## src/rtl/uart_rx_ctrl.sv

```systemverilog
// UART receive-path controller: oversample tick, frame sequencing, FWFT byte FIFO.
// Optional idle timeout is built only when RX_TIMEOUT_EN is defined.
module uart_rx_ctrl #(
   parameter int DEPTH = 8,
   parameter int DIV_W = 16,
   parameter int TO_W  = 8
) (
   input  logic                     clk,
   input  logic                     rstn,
   input  logic                     rx_en,
   input  logic [DIV_W-1:0]         div,
   input  logic                     clr_status,
   input  logic [7:0]               rsr,
   input  logic                     valid_rx,
   input  logic                     en_rxcnt,
   output logic                     pls_rx,
   output logic [7:0]               rx_data,
   output logic                     rx_valid,
   input  logic                     rx_ready,
   output logic [$clog2(DEPTH):0]   fifo_cnt,
   output logic                     overrun,
   output logic                     frame_abort,
   output logic                     rx_timeout
);

   localparam int AW = $clog2(DEPTH);
   localparam logic [AW:0] FULL_CNT = (AW+1)'(DEPTH);
   localparam logic [AW:0] ONE_CNT  = (AW+1)'(1);

   localparam logic [2:0] S_OFF    = 3'd0;
   localparam logic [2:0] S_IDLE   = 3'd1;
   localparam logic [2:0] S_FRAME  = 3'd2;
   localparam logic [2:0] S_COMMIT = 3'd3;
   localparam logic [2:0] S_DRAIN  = 3'd4;

   logic [2:0]       state;
   logic [2:0]       state_nxt;
   logic [DIV_W-1:0] cnt;
   logic [DIV_W-1:0] eff_div;
   logic [7:0]       hold;
   logic [7:0]       mem [DEPTH];
   logic [AW-1:0]    wr_ptr;
   logic [AW-1:0]    rd_ptr;
   logic [AW-1:0]    rd_ptr_nxt;
   logic [AW:0]      count;
   logic             full;
   logic             empty;
   logic             push;
   logic             pop;
   logic             commit;
   logic             ovr_set;
   logic             abort_set;

   // Divisor of zero behaves like one so the tick never stalls.
   assign eff_div = (div == '0) ? DIV_W'(1) : div;

   // Compare with >= so a shrinking divisor wraps on the next cycle.
   assign pls_rx = (state != S_OFF) && (cnt >= eff_div - DIV_W'(1));

   // Oversample tick counter; held at zero while disabled.
   always_ff @(posedge clk) begin
      if (!rstn) begin
         cnt <= '0;
      end else if (state == S_OFF || !rx_en) begin
         cnt <= '0;
      end else if (pls_rx) begin
         cnt <= '0;
      end else begin
         cnt <= cnt + DIV_W'(1);
      end
   end

   // Frame sequencer next state; disable overrides everything.
   always_comb begin
      state_nxt = state;
      if (!rx_en) begin
         state_nxt = S_OFF;
      end else begin
         unique case (state)
            S_OFF:    state_nxt = S_IDLE;
            S_IDLE:   if (en_rxcnt) state_nxt = S_FRAME;
            S_FRAME: begin
               if (valid_rx)       state_nxt = S_COMMIT;
               else if (!en_rxcnt) state_nxt = S_IDLE;
            end
            S_COMMIT: state_nxt = S_DRAIN;
            S_DRAIN:  if (!en_rxcnt) state_nxt = S_IDLE;
            default:  state_nxt = S_OFF;
         endcase
      end
   end

   // Frame sequencer state register.
   always_ff @(posedge clk) begin
      if (!rstn) state <= S_OFF;
      else       state <= state_nxt;
   end

   // Capture the received byte on the first STOP cycle only.
   always_ff @(posedge clk) begin
      if (!rstn) begin
         hold <= '0;
      end else if (rx_en && state == S_FRAME && valid_rx) begin
         hold <= rsr;
      end
   end

   assign empty     = (count == '0);
   assign full      = (count == FULL_CNT);
   assign rx_valid  = !empty;
   assign fifo_cnt  = count;
   assign pop       = rx_valid && rx_ready;
   assign commit    = rx_en && (state == S_COMMIT);
   assign push      = commit && (!full || pop);
   assign ovr_set   = commit && full && !pop;
   assign abort_set = rx_en && (state == S_FRAME) && !valid_rx && !en_rxcnt;
   assign rd_ptr_nxt = rd_ptr + AW'(1);

   // FIFO storage; no reset needed, the head register guards reads.
   always_ff @(posedge clk) begin
      if (push) mem[wr_ptr] <= hold;
   end

   // FIFO pointers and occupancy.
   always_ff @(posedge clk) begin
      if (!rstn) begin
         wr_ptr <= '0;
         rd_ptr <= '0;
         count  <= '0;
      end else begin
         if (push) wr_ptr <= wr_ptr + AW'(1);
         if (pop)  rd_ptr <= rd_ptr_nxt;
         unique case ({push, pop})
            2'b10:   count <= count + ONE_CNT;
            2'b01:   count <= count - ONE_CNT;
            default: count <= count;
         endcase
      end
   end

   // Registered head so the output holds its last byte when empty.
   always_ff @(posedge clk) begin
      if (!rstn) begin
         rx_data <= '0;
      end else if (push && (empty || (pop && count == ONE_CNT))) begin
         rx_data <= hold;
      end else if (pop && count > ONE_CNT) begin
         rx_data <= mem[rd_ptr_nxt];
      end
   end

   // Sticky overrun; a new loss beats a simultaneous clear.
   always_ff @(posedge clk) begin
      if (!rstn)           overrun <= 1'b0;
      else if (ovr_set)    overrun <= 1'b1;
      else if (clr_status) overrun <= 1'b0;
   end

   // Sticky frame abort; a new abort beats a simultaneous clear.
   always_ff @(posedge clk) begin
      if (!rstn)           frame_abort <= 1'b0;
      else if (abort_set)  frame_abort <= 1'b1;
      else if (clr_status) frame_abort <= 1'b0;
   end

`ifdef RX_TIMEOUT_EN
   logic [TO_W-1:0] to_cnt;
   logic            to_clr;

   assign to_clr     = push || pop || (state != S_IDLE) || !rx_en;
   assign rx_timeout = &to_cnt;

   // Idle timeout: counts ticks while data waits unread, saturating.
   always_ff @(posedge clk) begin
      if (!rstn) begin
         to_cnt <= '0;
      end else if (to_clr) begin
         to_cnt <= '0;
      end else if (pls_rx && !empty && !rx_timeout) begin
         to_cnt <= to_cnt + TO_W'(1);
      end
   end
`else
   logic [TO_W-1:0] to_cnt;

   assign to_cnt     = '0;
   assign rx_timeout = &to_cnt;
`endif

endmodule

```

## config.mk

```make
export PLATFORM = sky130hd
export DESIGN_NAME = uart_rx_ctrl
export DESIGN_NICKNAME = d
export VERILOG_FILES = /design/src/rtl/uart_rx_ctrl.sv
export SDC_FILE = /design/constraint.sdc
export NUM_CORES = 1
export LEC_CHECK = 0
export CORE_MARGIN = 4
export CORE_UTILIZATION = 28
export DETAILED_ROUTE_END_ITERATION = 8
export GPL_TIMING_DRIVEN = 0
export PLACE_DENSITY = 0.46
export SETUP_SLACK_MARGIN = 0.2
export SLEW_MARGIN = 20
export SYNTH_ARGS = -nofsm -noshare
export SYNTH_HDL_FRONTEND = slang
export SYNTH_SLANG_ARGS = --single-unit
```

## constraint.sdc

```tcl
create_clock -name clk -period 4.1 [get_ports clk]
set_input_delay 0.615 -clock clk [delete_from_list [all_inputs] [get_ports clk]]
set_output_delay 0.615 -clock clk [all_outputs]
set_load 0.01 [all_outputs]
```

==> impl_metrics.json, run 1 <==
{
  "status": "finished clean",
  "core_area_sq_mm": 0.01877,
  "tns_ns": 0,
  "fillCellCount": 1873,
  "grt_pass1_wl_mm": 20.88,
  "power_frac_clock": 0.308,
  "slew_headroom": 0.3060,
  "cts_buffer_depth": 2,
  "drt_iter0_markers": 175,
  "critical-path-top-cell-by-count": "or3_4",
  "r2r-start": "fifo_cnt[1]",
  "switching_share": 0.2976,
  "dp_hpwl_mm": 9.353,
  "cts_sinks": 111,
  "dpl.cell_count": 770,
  "cellLeakagePower_uw": 0.002208,
  "startpoint_type": "primary input",
  "die_area_sq_mm": 0.02143,
  "cp_max_fo": 3,
  "critPathBufInv": 3,
  "final_cells": 800,
  "place.gp.congestion": 0.8581,
  "rsz0062_at_grt": "yes",
  "total_power_uw": 2943,
  "drt_wl_total_mm": 13.26,
  "grt_max_degree": 20,
  "setup_viol": 0,
  "syn_area_per_cell_sq_um": 11.01,
  "worstPathCellList": "buf_8 > or3_4 > buf_4 > or3_4 > o31ai_2 > and2_1 > ha_1 > a41o_1 > a21oi_2 > o211ai_1 > nor3_2 > nor2_1 > buf_2",
  "cts_tree": "done",
  "die_w_um": 146.4,
  "synth_nets": 541,
  "clk_pin_slew_worst_paths_ns": 0.08,
  "hold_viol": 0,
  "ys_ff_latch": 111,
  "combPwrFrac": 0.255,
  "use_met3": 0.01707,
  "portBuffers": 46,
  "synth_edf_count": 64,
  "path_depth": 13,
  "layout.nets": 615,
  "end_kind": "primary output",
  "yosysUniqueCellTypes": 62,
  "multi_input_area_sq_mm": 0.002520,
  "synthesis.area_sq_mm": 0.005363,
  "gr-max-usage-layer": "met2",
  "ys_seq_area_frac": 0.5338,
  "grt_overflow": 0,
  "cp.arrival_ns": 3.24,
  "max_freq_mhz": 259.7,
  "synthFlopType": "edfxtp_1",
  "timing.hold.ws_ns": 0.4726,
  "ioPinCount": 48,
  "crit_required_ns": 3.48,
  "crit_family": "simple AND/OR/NAND/NOR gates",
  "wl_per_cell_um": 16.57,
  "synthCells": 487,
  "vias_per_cell": 4.919,
  "power_frac_seq": 0.437,
  "critical_path_class": "primary input to primary output",
  "hold_buffers": 0,
  "drive_gt1_frac": 0.2067,
  "diodes": 0,
  "start_util": 0.2857,
  "ant_nets": 0,
  "reg2reg_slack_ns": 1.38,
  "p_per_area_mw_per_mm2": 433.5,
  "reg2reg_to": "mem[7][5]",
  "critPathLaunch": "div[2]",
  "row_count": 50,
  "fin_worst_skew_ns": 0.01026,
  "htreeDepth": 3,
  "timing.final.crit_share": 0.9391,
  "cts_buffers": 9,
  "crit_slowest_cell": "or3_4",
  "ir_drop_mv": 0.1563,
  "worst_pin_slew_ns": 1.035,
  "slew_viol_final": 0,
  "ys_async_sr_fraction": 0,
  "drt-pass1-iter-count": 4,
  "antenna_found_initial": 0,
  "met1_usage": 0.1725,
  "layout_commonest_cell": "edfxtp_1",
  "grt_util_all_layers": 0.1240,
  "layout_common_cells": "edfxtp_1 (64), dfxtp_1 (47), nand2_1 (39), nor2_1 (38), clkdlybuf4s50_1 (29)",
  "yosysWarnings": 0,
  "clock_latency_ns": 0.36,
  "hp-start": "rd_ptr[1]",
  "register_area_sq_mm": 0.002863,
  "die_h_um": 146.4,
  "drc": 0,
  "ff2ff_path_depth": 6,
  "crit_end": "pls_rx",
  "clock_tree.root_cell": "clkbuf_16",
  "power.internal_uw": 2067,
  "min_path_type": "flop to flop",
  "finalCriticalPeriod_ns": 3.850,
  "grt_use_met2": 0.1929,
  "num_vias": 3935,
  "grt_pass1_vias": 3883,
  "syn_to_final_growth_pct": 26.60,
  "p_switching_uw": 875.9,
  "critPathMaxStageDelay_ns": 0.39,
  "cap_violations": 0
}
-- through the flow --
step	utilization	cell area [sq um]	setup slack, ns
final	0.3617	6789	0.2498
after floorplan	-	5369	0.2429
after global routing	0.3617	6789	0.07555
after CTS	0.3522	6610	0.04527
after global placement	0.3262	6122	-1.391
after detailed placement	0.3291	6177	-1.468
-- worst register-to-register path, delay by kind of cell (launching register included) --
kind          cells  cell delay [ns]
simple gates      4             1.51
flops             1             0.45
fa+ha+maj         1             0.26
buf+inv           1             0.11
-- area by class of cell --
type,count,area share
repair buffers,63,0.08717
well taps,234,0.04313
clock buffers,9,0.03317
clock inverters,7,0.01161
flip-flops and latches,111,0.4217
plain buffers,24,0.02212
inverters,18,0.009952
multi-input cells,334,0.3712
-- sequential cells by signal, indices dropped and copies added, names as in the netlist --
signal,cells
mem,64
cnt,16
state,3
hold,8
frame_abort,1
wr_ptr,3
fifo_cnt,4
rx_data,8
overrun,1
rd_ptr,3
-- power by group through the flow --
stage | Combinational [uW] | Sequential [uW] | Clock, uW
6_report | 751 | 1290 | 907
3_5_place_dp | 731 | 1310 | 0
5_1_grt | 810 | 1300 | 970
3_3_place_gp | 725 | 1310 | 0
2_1_floorplan | 427 | 1320 | 0
4_1_cts | 742 | 1290 | 933
-- routing by layer --
metal / vias up / share of wire / wire [um]
li1: 1933 / - / -
met1: 1898 / 0.49 / 6482
met2: 81 / 0.46 / 6093
met3: 23 / 0.029 / 382
met4: 0 / 0.023 / 299
met5: - / 0 / 0
-- cell families after synthesis --
group,synth area share
AOI/OAI and AO/OA,0.09893
muxes,0.06183
adders and majority gates,0.05366
buffers and inverters,0.04059
xor gates and xnor gates,0.04900
other,0.0006993
and+or+nand+nor,0.1615
DFF,0.5338
-- how the worst min path moves through the flow --
| stage | slack, ns | endpoint | cells after the start |
|---|---|---|---|
| final | 0.47 | rd_ptr[1] | 2 |
| after global routing | 0.48 | rd_ptr[1] | 2 |
| after CTS | 0.47 | rd_ptr[1] | 2 |
| after detailed placement | 0.46 | rd_ptr[1] | 2 |
| after global placement | 0.45 | rd_ptr[1] | 2 |
| after floorplan | 0.44 | rd_ptr[1] | 2 |
-- what timing repair did --
item                                   in CTS  in global routing
pin swaps                                  19                 26
buffers inserted                            8                  6
endpoints found under the hold margin       0                  0
setup endpoints to repair                  17                  1
resized for setup                          97                 29
-- synthesized netlist by cell type (2+ instances only) --
cell | instances | area (sq um)
edfxtp_1 | 64 | 1922
dfxtp_1 | 47 | 940.9
nand2_1 | 39 | 146.4
nor2_1 | 38 | 142.6
a21oi_1 | 26 | 130.1
nand3_1 | 26 | 130.1
ha_1 | 23 | 287.8
mux2i_1 | 23 | 230.2
inv_1 | 17 | 63.81
nor3_1 | 15 | 75.07
xnor2_1 | 15 | 131.4
xor2_1 | 15 | 131.4
o21ai_0 | 11 | 55.05
a31oi_1 | 9 | 56.30
clkbuf_1 | 8 | 30.03
nor2_2 | 8 | 50.05
a221o_1 | 7 | 70.07
mux2_2 | 7 | 78.83
o22ai_1 | 7 | 43.79
nand4_1 | 6 | 37.54
a211oi_1 | 5 | 37.54
and3_1 | 5 | 31.28
buf_2 | 5 | 25.02
nor2b_1 | 5 | 31.28
nor4_1 | 5 | 31.28
buf_6 | 4 | 45.04
a21o_1 | 3 | 22.52
buf_4 | 3 | 22.52
nand2b_1 | 3 | 18.77
and2_1 | 2 | 12.51
buf_1 | 2 | 7.510
nor3b_1 | 2 | 15.01
or3_1 | 2 | 12.51
or3b_1 | 2 | 17.52
No activity file was read; power rests on OpenSTA's default activity.
==> run 2: changes to the inputs <==
--- a/config.mk
+++ b/config.mk
@@ -6,10 +6,11 @@
 export NUM_CORES = 1
 export LEC_CHECK = 0
 export CORE_MARGIN = 4
-export CORE_UTILIZATION = 28
+export CORE_UTILIZATION = 30
+export CTS_BUF_LIST = sky130_fd_sc_hd__clkbuf_4 sky130_fd_sc_hd__clkbuf_8
 export DETAILED_ROUTE_END_ITERATION = 8
 export GPL_TIMING_DRIVEN = 0
-export PLACE_DENSITY = 0.46
+export PLACE_DENSITY = 0.48
 export SETUP_SLACK_MARGIN = 0.2
 export SLEW_MARGIN = 20
 export SYNTH_ARGS = -nofsm -noshare
==> impl_metrics.json, run 2 (same netlist as run 1, synthesis figures left out) <==
{
  "min_path_type": "flop to flop",
  "power_frac_clock": 0.229,
  "fin_worst_skew_ns": 0.009227,
  "slew_viol_final": 0,
  "largest_reg_flops": 64,
  "combPwrFrac": 0.283,
  "vias_per_cell": 4.873,
  "die_area_sq_mm": 0.02008,
  "status": "finished clean",
  "power_frac_seq": 0.488,
  "clock_latency_ns": 0.38,
  "power.internal_uw": 1840,
  "cts_buffers": 9,
  "portBuffers": 46,
  "ant_nets": 0,
  "finalCriticalPeriod_ns": 3.946,
  "biggestRegsByFlops": "mem: 64 flops, cnt: 16 flops",
  "grt_overflow": 0,
  "drive_gt1_frac": 0.2059,
  "p_per_area_mw_per_mm2": 391.9,
  "cap_violations": 0,
  "drc": 0,
  "worst_pin_slew_ns": 0.9302,
  "row_count": 48,
  "place_area_sq_mm": 0.006181,
  "layout_commonest_cell": "edfxtp_1",
  "dp_hpwl_mm": 9.119,
  "grt_max_degree": 18,
  "die_h_um": 141.7,
  "start_util": 0.3079,
  "switching_share": 0.3012,
  "ioPinCount": 48,
  "rsz0062_at_grt": "yes",
  "setup_viol": 0,
  "cellLeakagePower_uw": 0.002199,
  "grt_util_all_layers": 0.1312,
  "grt_pass1_vias": 4023,
  "num_vias": 3889,
  "fin_area_sq_mm": 0.006716,
  "drt-pass1-iter-count": 4,
  "htreeDepth": 3,
  "syn_to_final_growth_pct": 25.24,
  "cts_sinks": 111,
  "whs_path_depth": 2,
  "ir_drop_mv": 0.2268,
  "cts_buffer_depth": 2,
  "die_w_um": 141.7,
  "ff2ff_path_depth": 6,
  "cp.arrival_ns": 3.33,
  "slew_headroom": 0.3783,
  "p_switching_uw": 792.9,
  "end_kind": "primary output",
  "core_area_sq_mm": 0.01742,
  "max_freq_mhz": 253.4,
  "cts_tree": "done",
  "drt_iter0_markers": 220,
  "wl_per_cell_um": 15.77,
  "drt_wl_total_mm": 12.59,
  "grt_pass1_wl_mm": 20.87,
  "startpoint_type": "primary input",
  "hold_viol": 0,
  "clk_pin_slew_worst_paths_ns": 0.09,
  "layout_common_cells": "edfxtp_1 (64), dfxtp_1 (47), nand2_1 (39), nor2_1 (38), clkdlybuf4s50_1 (29)",
  "final_cells": 798,
  "total_power_uw": 2632,
  "critical_path_class": "primary input to primary output",
  "antenna_found_initial": 0,
  "diodes": 0,
  "layout.nets": 622,
  "crit_required_ns": 3.48,
  "place.gp.congestion": 0.7843,
  "tns_ns": 0,
  "top_register": "mem",
  "timing.final.crit_share": 0.9625,
  "clock_tree.root_cell": "clkbuf_8",
  "dpl.cell_count": 763,
  "cp_max_fo": 4
}
run 2: cell count changes in the layout (fill, tap and decap cells not counted), sizes merged:
cell      before  now
bufinv         1    0
clkinv         2    4
clkinvlp       2    1
buf           48   55
inv           20   17
clkbuf        19   22
run 2: worst max-delay path, stage by stage:
cell,delay [ns]
buf_8,0.09
or3_4,0.40
nor3_4,0.21
a21oi_4,0.10
ha_4,0.17
nand3_4,0.09
nor4_4,0.05
nand2_1,0.09
xor2_1,0.08
ha_1,0.30
nand4_1,0.13
or2_4,0.31
buf_6,0.12
o211ai_1,0.21
nor3_2,0.08
nor2_1,0.12
buf_2,0.14
run 2: final timing paths:
kind,from,end,slack [ns]
max,div[0],pls_rx,0.15
min,rd_ptr[1],rd_ptr[1],0.47
max reg2reg,fifo_cnt[0],mem[7][3],1.48
min reg2reg,rd_ptr[1],rd_ptr[1],0.47
run 2: layer usage:
layer,share of wire,GRT usage,vias up
met2,0.49,0.2272,84
met5,0,0,-
met1,0.44,0.1637,1848
met3,0.036,0.01786,21
met4,0.025,0.05556,0
li1,-,-,1936
run 2: timing repair:
action                     CTS  global route
hold buffers                 0             0
gates resized for setup    119            14
buffers inserted            16             3
pin swaps                   16            15
setup endpoints to repair   17             1
cloned                       0             0
run 2: power by group through the flow:
stage                     Sequential, uW  Clock [uW]  Combinational [uW]
after floorplan                     1320           0                 427
after global placement              1310           0                 716
after detailed placement            1310           0                 722
after CTS                           1280         632                 747
after global routing                1290         677                 812
final                               1280         604                 744
run 2: through the flow:
stage | util | hold WS, ns | setup slack (ns)
after detailed placement | 0.3549 | 0.4571 | -1.516
final | 0.3856 | 0.4696 | 0.1538
after global placement | 0.3509 | 0.4512 | -1.486
after floorplan | - | 0.4400 | 0.2429
after global routing | 0.3856 | 0.4964 | -0.03220
after CTS | 0.3813 | 0.4705 | 0.02609
run 2: area by class of cell:
class	count	area [sq um]
Tap cell	225	281.5
Fill cell	1731	10700
Sequential cell	111	2863
Multi-Input combinational cell	334	2491
Inverter	18	67.56
Timing Repair Buffer	70	688.2
Buffer	24	150.1
Clock inverter	4	22.52
Clock buffer	12	152.6
==> run 3: changes to the inputs <==
--- a/config.mk
+++ b/config.mk
@@ -10,6 +10,7 @@
 export CTS_BUF_LIST = sky130_fd_sc_hd__clkbuf_4 sky130_fd_sc_hd__clkbuf_8
 export DETAILED_ROUTE_END_ITERATION = 8
 export GPL_TIMING_DRIVEN = 0
+export MAX_ROUTING_LAYER = met4
 export PLACE_DENSITY = 0.48
 export SETUP_SLACK_MARGIN = 0.2
 export SLEW_MARGIN = 20
==> impl_metrics.json, run 3 (same netlist as run 1, synthesis figures left out) <==
{
  "syn_to_final_growth_pct": 25.24,
  "vias_per_cell": 4.850,
  "grt_pass1_vias": 4025,
  "layout_commonest_cell": "edfxtp_1",
  "power.internal_uw": 1840,
  "hold_viol": 0,
  "layout_common_cells": "edfxtp_1 (64), dfxtp_1 (47), nand2_1 (39), nor2_1 (38), clkdlybuf4s50_1 (29)",
  "clock_tree.root_cell": "clkbuf_8",
  "drt-pass1-iter-count": 4,
  "die_h_um": 141.7,
  "top_layer": "met4",
  "die_area_sq_mm": 0.02008,
  "top_register": "mem",
  "critPathLaunch": "div[0]",
  "die_w_um": 141.7,
  "slew_headroom": 0.3783,
  "whs_path_depth": 2,
  "cts_buffers": 9,
  "drive_gt1_frac": 0.2059,
  "wl_met3_um": 457,
  "wl_met1_mm": 5.619,
  "cts_tree": "done",
  "p_per_area_mw_per_mm2": 391.8,
  "layout.nets": 622,
  "place_area_sq_mm": 0.006181,
  "wl_per_cell_um": 15.79,
  "grt_util_all_layers": 0.1350,
  "hold_buffers": 0,
  "worst_pin_slew_ns": 0.9302,
  "dp_hpwl_mm": 9.119,
  "drt_iter0_markers": 217,
  "timing.final.crit_share": 0.9647,
  "core_area_sq_mm": 0.01742,
  "min_path_type": "flop to flop",
  "finalCriticalPeriod_ns": 3.955,
  "combPwrFrac": 0.283,
  "crit_required_ns": 3.48,
  "startpoint_type": "primary input",
  "power_frac_seq": 0.488,
  "fin_worst_skew_ns": 0.01039,
  "cellLeakagePower_uw": 0.002199,
  "cp.arrival_ns": 3.34,
  "reg2reg_to": "mem[7][3]",
  "grt_overflow": 0,
  "grt_pass1_wl_mm": 20.85,
  "end_kind": "primary output",
  "r2r-start": "fifo_cnt[0]",
  "biggestRegsByFlops": "mem: 64 flops, cnt: 16 flops",
  "clock_latency_ns": 0.38,
  "portBuffers": 46,
  "grt_max_degree": 18,
  "row_count": 48,
  "drt_wl_total_mm": 12.60,
  "fin_area_sq_mm": 0.006716,
  "reg2reg_slack_ns": 1.47,
  "setup_viol": 0,
  "cap_violations": 0,
  "cts_sinks": 111,
  "ff2ff_path_depth": 6,
  "p_switching_uw": 791.9,
  "htreeDepth": 3,
  "ioPinCount": 48,
  "power_frac_clock": 0.229,
  "largest_reg_flops": 64,
  "num_vias": 3870,
  "max_freq_mhz": 252.8,
  "place.gp.congestion": 0.7952,
  "cp_max_fo": 4,
  "rsz0062_at_grt": "yes",
  "antenna_found_initial": 0,
  "total_power_uw": 2631,
  "ant_nets": 0,
  "diodes": 0,
  "cts_buffer_depth": 2,
  "start_util": 0.3079,
  "clk_pin_slew_worst_paths_ns": 0.09,
  "crit_end": "pls_rx",
  "status": "finished clean",
  "switching_share": 0.3009,
  "ir_drop_mv": 0.2264,
  "wl_met2_mm": 6.211,
  "critical_path_class": "primary input to primary output",
  "slew_viol_final": 0,
  "drc": 0
}
==> run 3: layer usage <==
layer | track usage | vias up
li1 | - | 1935
met1 | 0.1646 | 1830
met2 | 0.2274 | 84
met3 | 0.01618 | 21
met4 | 0.05556 | 0
met5 | - | -
==> run 3: how the worst min path moves through the flow <==
| stage | startpoint | slack [ns] | endpoint |
|---|---|---|---|
| 6_report | rd_ptr[1] | 0.47 | rd_ptr[1] |
| 3_5_place_dp | rd_ptr[1] | 0.46 | rd_ptr[1] |
| 2_1_floorplan | rd_ptr[1] | 0.44 | rd_ptr[1] |
| 3_3_place_gp | rd_ptr[1] | 0.45 | rd_ptr[1] |
| 4_1_cts | rd_ptr[1] | 0.47 | rd_ptr[1] |
| 5_1_grt | rd_ptr[1] | 0.50 | rd_ptr[1] |
==> run 3: power groups by stage <==
stage          clock, uW  sequential [uW]  combinational, uW
6_report             604             1280                744
5_1_grt              677             1290                812
4_1_cts              632             1280                747
3_5_place_dp           0             1310                722
3_3_place_gp           0             1310                716
2_1_floorplan          0             1320                427
==> run 3: area by class of cell <==
class	instances	area, sq um
Fill cell	1731	10700
Sequential cell	111	2863
Multi-Input combinational cell	334	2491
Timing Repair Buffer	70	688.2
Tap cell	225	281.5
Clock buffer	12	152.6
Buffer	24	150.1
Inverter	18	67.56
Clock inverter	4	22.52
==> run 3: worst max-delay path, cell delays in order <==
cell and delay, ns:
buf_8 0.09, or3_4 0.40, nor3_4 0.22, a21oi_4 0.10, ha_4 0.18, nand3_4 0.09, nor4_4 0.05, nand2_1 0.09
xor2_1 0.08, ha_1 0.30, nand4_1 0.13, or2_4 0.31, buf_6 0.12, o211ai_1 0.21, nor3_2 0.08, nor2_1 0.12
buf_2 0.15
==> run 3: metrics by stage <==
stage / cells / setup WS (ns) / TNS, ns / utilization / hold slack (ns)
floorplan: 487 / 0.2429 / 0 / - / 0.4400
global placement: 758 / -1.486 / -10.89 / 0.3509 / 0.4512
detailed placement: 763 / -1.516 / -11.73 / 0.3549 / 0.4571
CTS: 795 / 0.02609 / 0 / 0.3813 / 0.4705
global route: 798 / -0.03220 / -0.03220 / 0.3856 / 0.4964
finish: 798 / 0.1447 / 0 / 0.3856 / 0.4696
==> run 3: timing repair <==
action                                  in CTS  in global routing
pin swaps                                   16                 15
buffers inserted                            16                  3
endpoints found under the setup margin      17                  1
hold endpoints to repair                     0                  0
gates cloned                                 0                  0
resized for setup                          119                 14
